File: config.mk
export PLATFORM = sky130hd
export DESIGN_NAME = vga_timing_gen_flat
export DESIGN_NICKNAME = d
export VERILOG_FILES = /design/src/rtl/vga_timing_gen_if.sv /design/src/rtl/vga_timing_gen.sv /design/src/flat_wrapper.sv
export SDC_FILE = /design/constraint.sdc
export NUM_CORES = 1
export LEC_CHECK = 0
export BUFFER_PORTS_ARGS = -buffer_cell sky130_fd_sc_hd__buf_4
export CAP_MARGIN = 10
export CORE_ASPECT_RATIO = 0.75
export CORE_MARGIN = 5
export CORE_UTILIZATION = 43
export DETAILED_ROUTE_END_ITERATION = 16
export GPL_TIMING_DRIVEN = 0
export SLEW_MARGIN = 20
export SYNTH_ARGS = -nofsm -noshare
export SYNTH_HDL_FRONTEND = slang
export SYNTH_SLANG_ARGS = --single-unit
File: constraint.sdc
create_clock -name mclk -period 2.7 [get_ports mclk]
set_input_delay 0 -clock mclk [delete_from_list [all_inputs] [get_ports mclk]]
set_output_delay 0 -clock mclk [all_outputs]
set_load 0.005 [all_outputs]
File: src/rtl/vga_timing_gen_if.sv
// Raster output bundle of vga_timing_gen plus the pixel clock-enable.
// frame_cnt and FCW exist only when VGA_TIMER_FRAME_CNT_EN is defined.
interface vga_timing_gen_if #(
   parameter int unsigned CW  = 11
`ifdef VGA_TIMER_FRAME_CNT_EN
   , parameter int unsigned FCW = 8
`endif
);
   logic          pix_en;
   logic          hsync;
   logic          vsync;
   logic          vga_on;
   logic [CW-1:0] Pixel_X;
   logic [CW-1:0] Pixel_Y;
   logic          line_start;
   logic          frame_start;
`ifdef VGA_TIMER_FRAME_CNT_EN
   logic [FCW-1:0] frame_cnt;
`endif

   modport master (
      input  pix_en,
      output hsync, vsync, vga_on, Pixel_X, Pixel_Y, line_start, frame_start
`ifdef VGA_TIMER_FRAME_CNT_EN
      , output frame_cnt
`endif
   );

   modport slave (
      output pix_en,
      input  hsync, vsync, vga_on, Pixel_X, Pixel_Y, line_start, frame_start
`ifdef VGA_TIMER_FRAME_CNT_EN
      , input frame_cnt
`endif
   );
endinterface

File: src/rtl/vga_timing_gen.sv
// Parametrised VGA raster timing generator with registered, mutually aligned outputs.
// Optional frame counter enabled by defining VGA_TIMER_FRAME_CNT_EN.
module vga_timing_gen #(
   parameter int unsigned CW       = 11,
   parameter int unsigned H_ACTIVE = 800,
   parameter int unsigned H_FP     = 56,
   parameter int unsigned H_SYNC   = 120,
   parameter int unsigned H_BP     = 64,
   parameter int unsigned V_ACTIVE = 600,
   parameter int unsigned V_FP     = 37,
   parameter int unsigned V_SYNC   = 6,
   parameter int unsigned V_BP     = 23,
   parameter bit          HS_POL   = 1'b1,
   parameter bit          VS_POL   = 1'b1
`ifdef VGA_TIMER_FRAME_CNT_EN
   , parameter int unsigned FCW    = 8
`endif
) (
   input  logic              mclk,
   input  logic              clr,
   vga_timing_gen_if.master  vif
);

   localparam int unsigned H_TOTAL = H_ACTIVE + H_FP + H_SYNC + H_BP;
   localparam int unsigned V_TOTAL = V_ACTIVE + V_FP + V_SYNC + V_BP;
   localparam int unsigned HS_BEG  = H_ACTIVE + H_FP;
   localparam int unsigned HS_END  = HS_BEG + H_SYNC;
   localparam int unsigned VS_BEG  = V_ACTIVE + V_FP;
   localparam int unsigned VS_END  = VS_BEG + V_SYNC;

   logic [CW-1:0] h_cnt_q, h_cnt_d;
   logic [CW-1:0] v_cnt_q, v_cnt_d;
   logic [CW-1:0] pixel_x_q, pixel_x_d;
   logic [CW-1:0] pixel_y_q, pixel_y_d;
   logic          hsync_q, hsync_d;
   logic          vsync_q, vsync_d;
   logic          vga_on_q, vga_on_d;
   logic          line_start_q, line_start_d;
   logic          frame_start_q, frame_start_d;
   logic          h_last, v_last, active, hs_act, vs_act;
`ifdef VGA_TIMER_FRAME_CNT_EN
   logic [FCW-1:0] frame_cnt_q, frame_cnt_d;
`endif

   // Decode the current (pre-increment) position and advance the raster on enabled edges.
   always_comb begin
      h_cnt_d       = h_cnt_q;
      v_cnt_d       = v_cnt_q;
      pixel_x_d     = pixel_x_q;
      pixel_y_d     = pixel_y_q;
      hsync_d       = hsync_q;
      vsync_d       = vsync_q;
      vga_on_d      = vga_on_q;
      line_start_d  = 1'b0;
      frame_start_d = 1'b0;
`ifdef VGA_TIMER_FRAME_CNT_EN
      frame_cnt_d   = frame_cnt_q;
`endif
      h_last = (h_cnt_q == CW'(H_TOTAL - 1));
      v_last = (v_cnt_q == CW'(V_TOTAL - 1));
      active = (h_cnt_q < CW'(H_ACTIVE)) && (v_cnt_q < CW'(V_ACTIVE));
      hs_act = (h_cnt_q >= CW'(HS_BEG)) && (h_cnt_q < CW'(HS_END));
      vs_act = (v_cnt_q >= CW'(VS_BEG)) && (v_cnt_q < CW'(VS_END));

      if (vif.pix_en) begin
         h_cnt_d = h_last ? '0 : h_cnt_q + CW'(1);
         if (h_last) begin
            v_cnt_d = v_last ? '0 : v_cnt_q + CW'(1);
         end
         vga_on_d      = active;
         pixel_x_d     = active ? h_cnt_q : '0;
         pixel_y_d     = active ? v_cnt_q : '0;
         hsync_d       = hs_act ? HS_POL : ~HS_POL;
         vsync_d       = vs_act ? VS_POL : ~VS_POL;
         line_start_d  = (h_cnt_q == '0);
         frame_start_d = (h_cnt_q == '0) && (v_cnt_q == '0);
`ifdef VGA_TIMER_FRAME_CNT_EN
         if ((h_cnt_q == '0) && (v_cnt_q == '0)) begin
            frame_cnt_d = frame_cnt_q + FCW'(1);
         end
`endif
      end
   end

   always_ff @(posedge mclk or posedge clr) begin
      if (clr) begin
         h_cnt_q       <= '0;
         v_cnt_q       <= '0;
         pixel_x_q     <= '0;
         pixel_y_q     <= '0;
         hsync_q       <= ~HS_POL;
         vsync_q       <= ~VS_POL;
         vga_on_q      <= 1'b0;
         line_start_q  <= 1'b0;
         frame_start_q <= 1'b0;
`ifdef VGA_TIMER_FRAME_CNT_EN
         frame_cnt_q   <= '0;
`endif
      end else begin
         h_cnt_q       <= h_cnt_d;
         v_cnt_q       <= v_cnt_d;
         pixel_x_q     <= pixel_x_d;
         pixel_y_q     <= pixel_y_d;
         hsync_q       <= hsync_d;
         vsync_q       <= vsync_d;
         vga_on_q      <= vga_on_d;
         line_start_q  <= line_start_d;
         frame_start_q <= frame_start_d;
`ifdef VGA_TIMER_FRAME_CNT_EN
         frame_cnt_q   <= frame_cnt_d;
`endif
      end
   end

   assign vif.hsync       = hsync_q;
   assign vif.vsync       = vsync_q;
   assign vif.vga_on      = vga_on_q;
   assign vif.Pixel_X     = pixel_x_q;
   assign vif.Pixel_Y     = pixel_y_q;
   assign vif.line_start  = line_start_q;
   assign vif.frame_start = frame_start_q;
`ifdef VGA_TIMER_FRAME_CNT_EN
   assign vif.frame_cnt   = frame_cnt_q;
`endif

endmodule
File: src/flat_wrapper.sv
// flat-port wrapper written by rule: the top's interface ports become plain ports
module vga_timing_gen_flat 
#(
   parameter int unsigned CW       = 11,
   parameter int unsigned H_ACTIVE = 800,
   parameter int unsigned H_FP     = 56,
   parameter int unsigned H_SYNC   = 120,
   parameter int unsigned H_BP     = 64,
   parameter int unsigned V_ACTIVE = 600,
   parameter int unsigned V_FP     = 37,
   parameter int unsigned V_SYNC   = 6,
   parameter int unsigned V_BP     = 23,
   parameter bit          HS_POL   = 1'b1,
   parameter bit          VS_POL   = 1'b1

)
  (mclk, clr, vif_pix_en, vif_hsync, vif_vsync, vif_vga_on, vif_Pixel_X, vif_Pixel_Y, vif_line_start, vif_frame_start);
  vga_timing_gen_if #(.CW(CW)) vif_i ();
  input  logic mclk;
  input  logic clr;
  input wire logic [$bits(vif_i.pix_en)-1:0] vif_pix_en;
  output wire logic [$bits(vif_i.hsync)-1:0] vif_hsync;
  output wire logic [$bits(vif_i.vsync)-1:0] vif_vsync;
  output wire logic [$bits(vif_i.vga_on)-1:0] vif_vga_on;
  output wire logic [$bits(vif_i.Pixel_X)-1:0] vif_Pixel_X;
  output wire logic [$bits(vif_i.Pixel_Y)-1:0] vif_Pixel_Y;
  output wire logic [$bits(vif_i.line_start)-1:0] vif_line_start;
  output wire logic [$bits(vif_i.frame_start)-1:0] vif_frame_start;
  assign vif_i.pix_en = vif_pix_en;
  assign vif_hsync = vif_i.hsync;
  assign vif_vsync = vif_i.vsync;
  assign vif_vga_on = vif_i.vga_on;
  assign vif_Pixel_X = vif_i.Pixel_X;
  assign vif_Pixel_Y = vif_i.Pixel_Y;
  assign vif_line_start = vif_i.line_start;
  assign vif_frame_start = vif_i.frame_start;
  vga_timing_gen #(.CW(CW), .H_ACTIVE(H_ACTIVE), .H_FP(H_FP), .H_SYNC(H_SYNC), .H_BP(H_BP), .V_ACTIVE(V_ACTIVE), .V_FP(V_FP), .V_SYNC(V_SYNC), .V_BP(V_BP), .HS_POL(HS_POL), .VS_POL(VS_POL)) u_core (.mclk(mclk), .clr(clr), .vif(vif_i));
endmodule
-- Word level (Yosys, flattened, before mapping)
Cells that the tools add are included.
- equal/unequal tests: 2
- order comparisons: 6
- reductions and logical operators: 7
- $add $sub $neg: 2
- muxes and demuxes: 8
- operators with widths (kind ; number):
    $lt A11 B10 Y1 const B ; 4
    $mux W11 ; 4
    $add A11 B1 Y11 const B ; 2
    $ge A11 B10 Y1 const B ; 2
    $logic_not A11 Y1 ; 2
    $eq A11 B10 Y1 const B ; 1
    $eq A11 B11 Y1 const B ; 1
    $logic_and A1 B1 Y1 ; 4
    $mux W1 ; 4
    $reduce_and A2 Y1 ; 1
- output and inout bits: 27
- bits in registers: 49

-- Longest topological paths before layout
- depth in word-level cells: 3
- gate-level depth with buffers: 7

-- Worst setup path before layout
No wires, ideal clock.
- path kind: flip-flop to flip-flop
- start point: reg u_core.h_cnt_q[6]
- end point: reg u_core.v_cnt_q[9]
- period minus slack after synthesis: 2.046 ns
- arrival time: 1.981 ns
- stages on the path, launching flop included: 8
- setup slack: 0.654 ns
- buffers on the path: 3
- required time: 2.635 ns
- setup time: 0.065 ns
- cells stage by stage: dfrtp_1 buf_6 or4_4 buf_6 or3_4 buf_6 nor4_2 a211o_1
- word-level cells in the longest chain between the ends: 2
- RTL lines (what ; RTL line ; source):
    from (decl) ; vga_timing_gen.sv:31 ; logic [CW-1:0] h_cnt_q, h_cnt_d;
    from (signal assigned) ; vga_timing_gen.sv:100 ; h_cnt_q <= h_cnt_d;
    $eq A11 B11 Y1 ; vga_timing_gen.sv:59 ; h_last = (h_cnt_q == CW'(H_TOTAL - 1));
    $reduce_and A2 Y1 (no source line) ; n/a ;
    to (signal assigned) ; vga_timing_gen.sv:101 ; v_cnt_q <= v_cnt_d;
    to (decl) ; vga_timing_gen.sv:32 ; logic [CW-1:0] v_cnt_q, v_cnt_d;
No other way between the ends.
A chain may end at the register's enable or synchronous reset.

-- Worst setup path in the final report
- start point: reg u_core.h_cnt_q[7]
- end point: reg u_core.v_cnt_q[6]
Same word-level chain as after synthesis.

==> impl_metrics.json <==
{
  "required_ps": 2890,
  "crit_cells": 6,
  "cp-end-kind": "flop",
  "num_rows": 23,
  "worstRegToRegCells": 6,
  "drc": 0,
  "relSlewSlack_pct": 51.4,
  "maxCapViolations": 0,
  "worstPathCellList": "buf_4, or4_4, buf_6, nor4_1, nand4_1, xnor2_1",
  "n_antenna_cell": 0,
  "clkTransAtPathRegs_ps": 90,
  "setup_tns_ps": 0,
  "rsz0062_at_grt": "no",
  "synthesis.area_um2": 2310,
  "critPathKind": "reg2reg",
  "die-width_um": 94.7,
  "finalCriticalPeriod_ps": 2310,
  "syn_to_final_growth_pct": 18.7,
  "grt_max_degree": 30,
  "yosys_warnings": 0,
  "reg2reg_slack_ps": 390,
  "ys_ff_latch": 49,
  "arrival_ps": 2510,
  "grt_first_pass_wirelength_mm": 8.77,
  "cp-start-kind": "flop",
  "multi_input_area_um2": 961,
  "nets": 260,
  "worst_slew_pin_slew_ps": 723,
  "timing.hold.ws_ps": 123,
  "rr_endpoint": "u_core.v_cnt_q[6]$_DFFE_PP0P_",
  "p_leak_nw": 1.27,
  "synthCells": 214,
  "syn_area_per_cell_um2": 10.8,
  "hold_viol": 0,
  "tritoncts": "yes",
  "die-area_um2": 6960,
  "fmax_ghz": 0.433,
  "p_per_area_nw_per_um2": 589,
  "numCtsBuffers": 5,
  "fillers": 489,
  "antenna_found_initial": 0,
  "io_pins": 30,
  "hpwl_mm": 3.73,
  "ir_drop_mv": 0.243,
  "holdPathStages": 3,
  "vias_per_cell": 5.37,
  "wire_per_inst_um": 15.5,
  "clock-sinks": 49,
  "async_reset_ff_share_pct": 100,
  "max_stage_delay_ps": 650,
  "grt_pass1_vias": 1697,
  "clock_latency_ps": 300,
  "post-route-period-util_pct": 85.6,
  "synth_edf_count": 0,
  "die_y_um": 73.5,
  "grt_usage_pct": 16.4,
  "port_buffers": 29,
  "layout_common_cells": "49 x dfrtp_1, 30 x buf_4, 18 x a22o_1",
  "hold_path_startpoint": "vif_pix_en",
  "layout-drive-gt1-share_pct": 19.8,
  "min_to": "u_core.h_cnt_q[4]$_DFFE_PP0P_",
  "path_max_fanout": 9,
  "hold_class": "in2reg",
  "post-cts-setup-buffers": 0,
  "cts_root_buf": "clkbuf_8",
  "dr.pass1.iters": 4,
  "crit_family": "simple AND/OR/NAND/NOR gates",
  "synth.distinct_cells": 47,
  "dr.first_iter.drc_count": 134,
  "ant_nets": 0,
  "mostFrequentLayoutCell": "dfrtp_1",
  "seqCellArea_um2": 1230,
  "cp_slowest_cell": "nor4_1",
  "wl_mm": 5.09,
  "gp_congestion": 0.872,
  "status": "finished clean",
  "final-setup-viol-count": 0,
  "h-tree-depth": 2,
  "grt_overflow_total": 0,
  "synth_ff_type": "dfrtp_1",
  "clock_path_buffers": 2,
  "crit_buf_inv": 2,
  "yosysSeqAreaShare_pct": 53.0,
  "r2r-start": "u_core.h_cnt_q[7]$_DFFE_PP0P_",
  "num_vias": 1760,
  "core_um2": 5270,
  "syn-num-nets": 222,
  "drv_slew": 0,
  "initial_core_util_pct": 43.9,
  "finClkSkew_ps": 4.82
}
## state kept, by name, summed over array words and instances (netlist names)
name                    flops
u_core.vif.line_start       1
u_core.vif.Pixel_Y         11
u_core.vif.vga_on           1
u_core.vif.hsync            1
u_core.vif.vsync            1
u_core.h_cnt_q             11
u_core.v_cnt_q             11
u_core.vif.frame_start      1
u_core.vif.Pixel_X         11
## synth_stat cells (2+ instances only)
cell type	count	area, µm²
dfrtp_1	49	1230
a22o_1	18	158
nand2_1	17	63.8
clkbuf_1	11	41.3
nor2_1	11	41.3
xnor2_1	10	87.6
inv_1	9	33.8
nand3_1	7	35.0
nand4_1	7	43.8
o21ai_0	6	30.0
ha_1	5	62.6
nor3_1	5	25.0
and3_1	4	25.0
and4_1	4	35.0
o2bb2ai_1	4	35.0
buf_6	3	33.8
nor2b_1	3	18.8
nor4_1	3	18.8
o21ai_1	3	15.0
o31ai_1	3	22.5
a21o_1	2	15.0
o211ai_1	2	15.0
o311ai_0	2	17.5
or3b_2	2	17.5
xor2_1	2	17.5
## kinds of logic after synthesis
family	Yosys count	synth area share, %
flops	49	53.0
fa+ha+maj	5	2.71
buf+inv	26	5.41
xor+xnor	12	4.55
compound gates	51	17.0
simple gates	71	17.3
## worst min-delay path, delay by kind of cell
family                 cells  cell delay (ps)
AND/OR/NAND/NOR            1              140
AO/OA/AOI/OAI              1              110
buffers and inverters      1              130
## power by group
part / total, W / internal [W] / switching (W) / leakage (nW)
Combinational: 0.000322 / 0.000146 / 0.000176 / 0.576
Sequential: 0.000857 / 0.000805 / 0.0000520 / 0.647
Clock: 0.000439 / 0.000184 / 0.000255 / 0.0481
Total: 0.00162 / 0.00113 / 0.000482 / 1.27
## routing by layer
layer | vias up | routed length, µm | GRT usage [%]
met1 | 856 | 2840 | 26.4
met5 | - | 0 | 0
met4 | 0 | 59 | 4.64
li1 | 860 | - | -
met2 | 37 | 1980 | 21.8
met3 | 7 | 212 | 3.68
## worst max-delay path by stage
stage,startpoint,to,slack [ps]
6_report,u_core.h_cnt_q[7]$_DFFE_PP0P_,u_core.v_cnt_q[6]$_DFFE_PP0P_,390
5_1_grt,u_core.h_cnt_q[5]$_DFFE_PP0P_,u_core.v_cnt_q[8]$_DFFE_PP0P_,180
4_1_cts,u_core.h_cnt_q[7]$_DFFE_PP0P_,u_core.v_cnt_q[8]$_DFFE_PP0P_,400
3_5_place_dp,u_core.h_cnt_q[5]$_DFFE_PP0P_,u_core.v_cnt_q[8]$_DFFE_PP0P_,420
3_3_place_gp,u_core.h_cnt_q[5]$_DFFE_PP0P_,u_core.v_cnt_q[8]$_DFFE_PP0P_,410
2_1_floorplan,u_core.h_cnt_q[6]$_DFFE_PP0P_,u_core.v_cnt_q[9]$_DFFE_PP0P_,650
## what timing repair did
item,4_1_cts,5_1_grt
hold endpoints to repair,20,0
gates resized for setup,0,0
hold buffers,1,0
## cell type report
| cell class | instances | share of cell area [%] |
|---|---|---|
| timing repair buffer | 31 | 9.02 |
| buffer | 17 | 3.33 |
| sequential | 49 | 44.7 |
| clock inverter | 3 | 0.820 |
| multi-input combinational | 139 | 35.0 |
| inverter | 9 | 1.23 |
| clock buffer | 5 | 2.51 |
| tap | 75 | 3.42 |
## stage by stage
stage | utilization, % | setup WS (ps) | total power, W | std cells | cell area, µm²
CTS | 52.1 | 398 | 0.00163 | 328 | 2750
global placement | 49.8 | 413 | 0.00119 | 318 | 2620
floorplan | - | 654 | 0.00106 | 214 | 2310
global route | 52.1 | 183 | 0.00171 | 328 | 2750
finish | 52.1 | 388 | 0.00162 | 328 | 2750
detailed placement | 50.2 | 420 | 0.00119 | 319 | 2640
(Power assumes the default switching activity.)
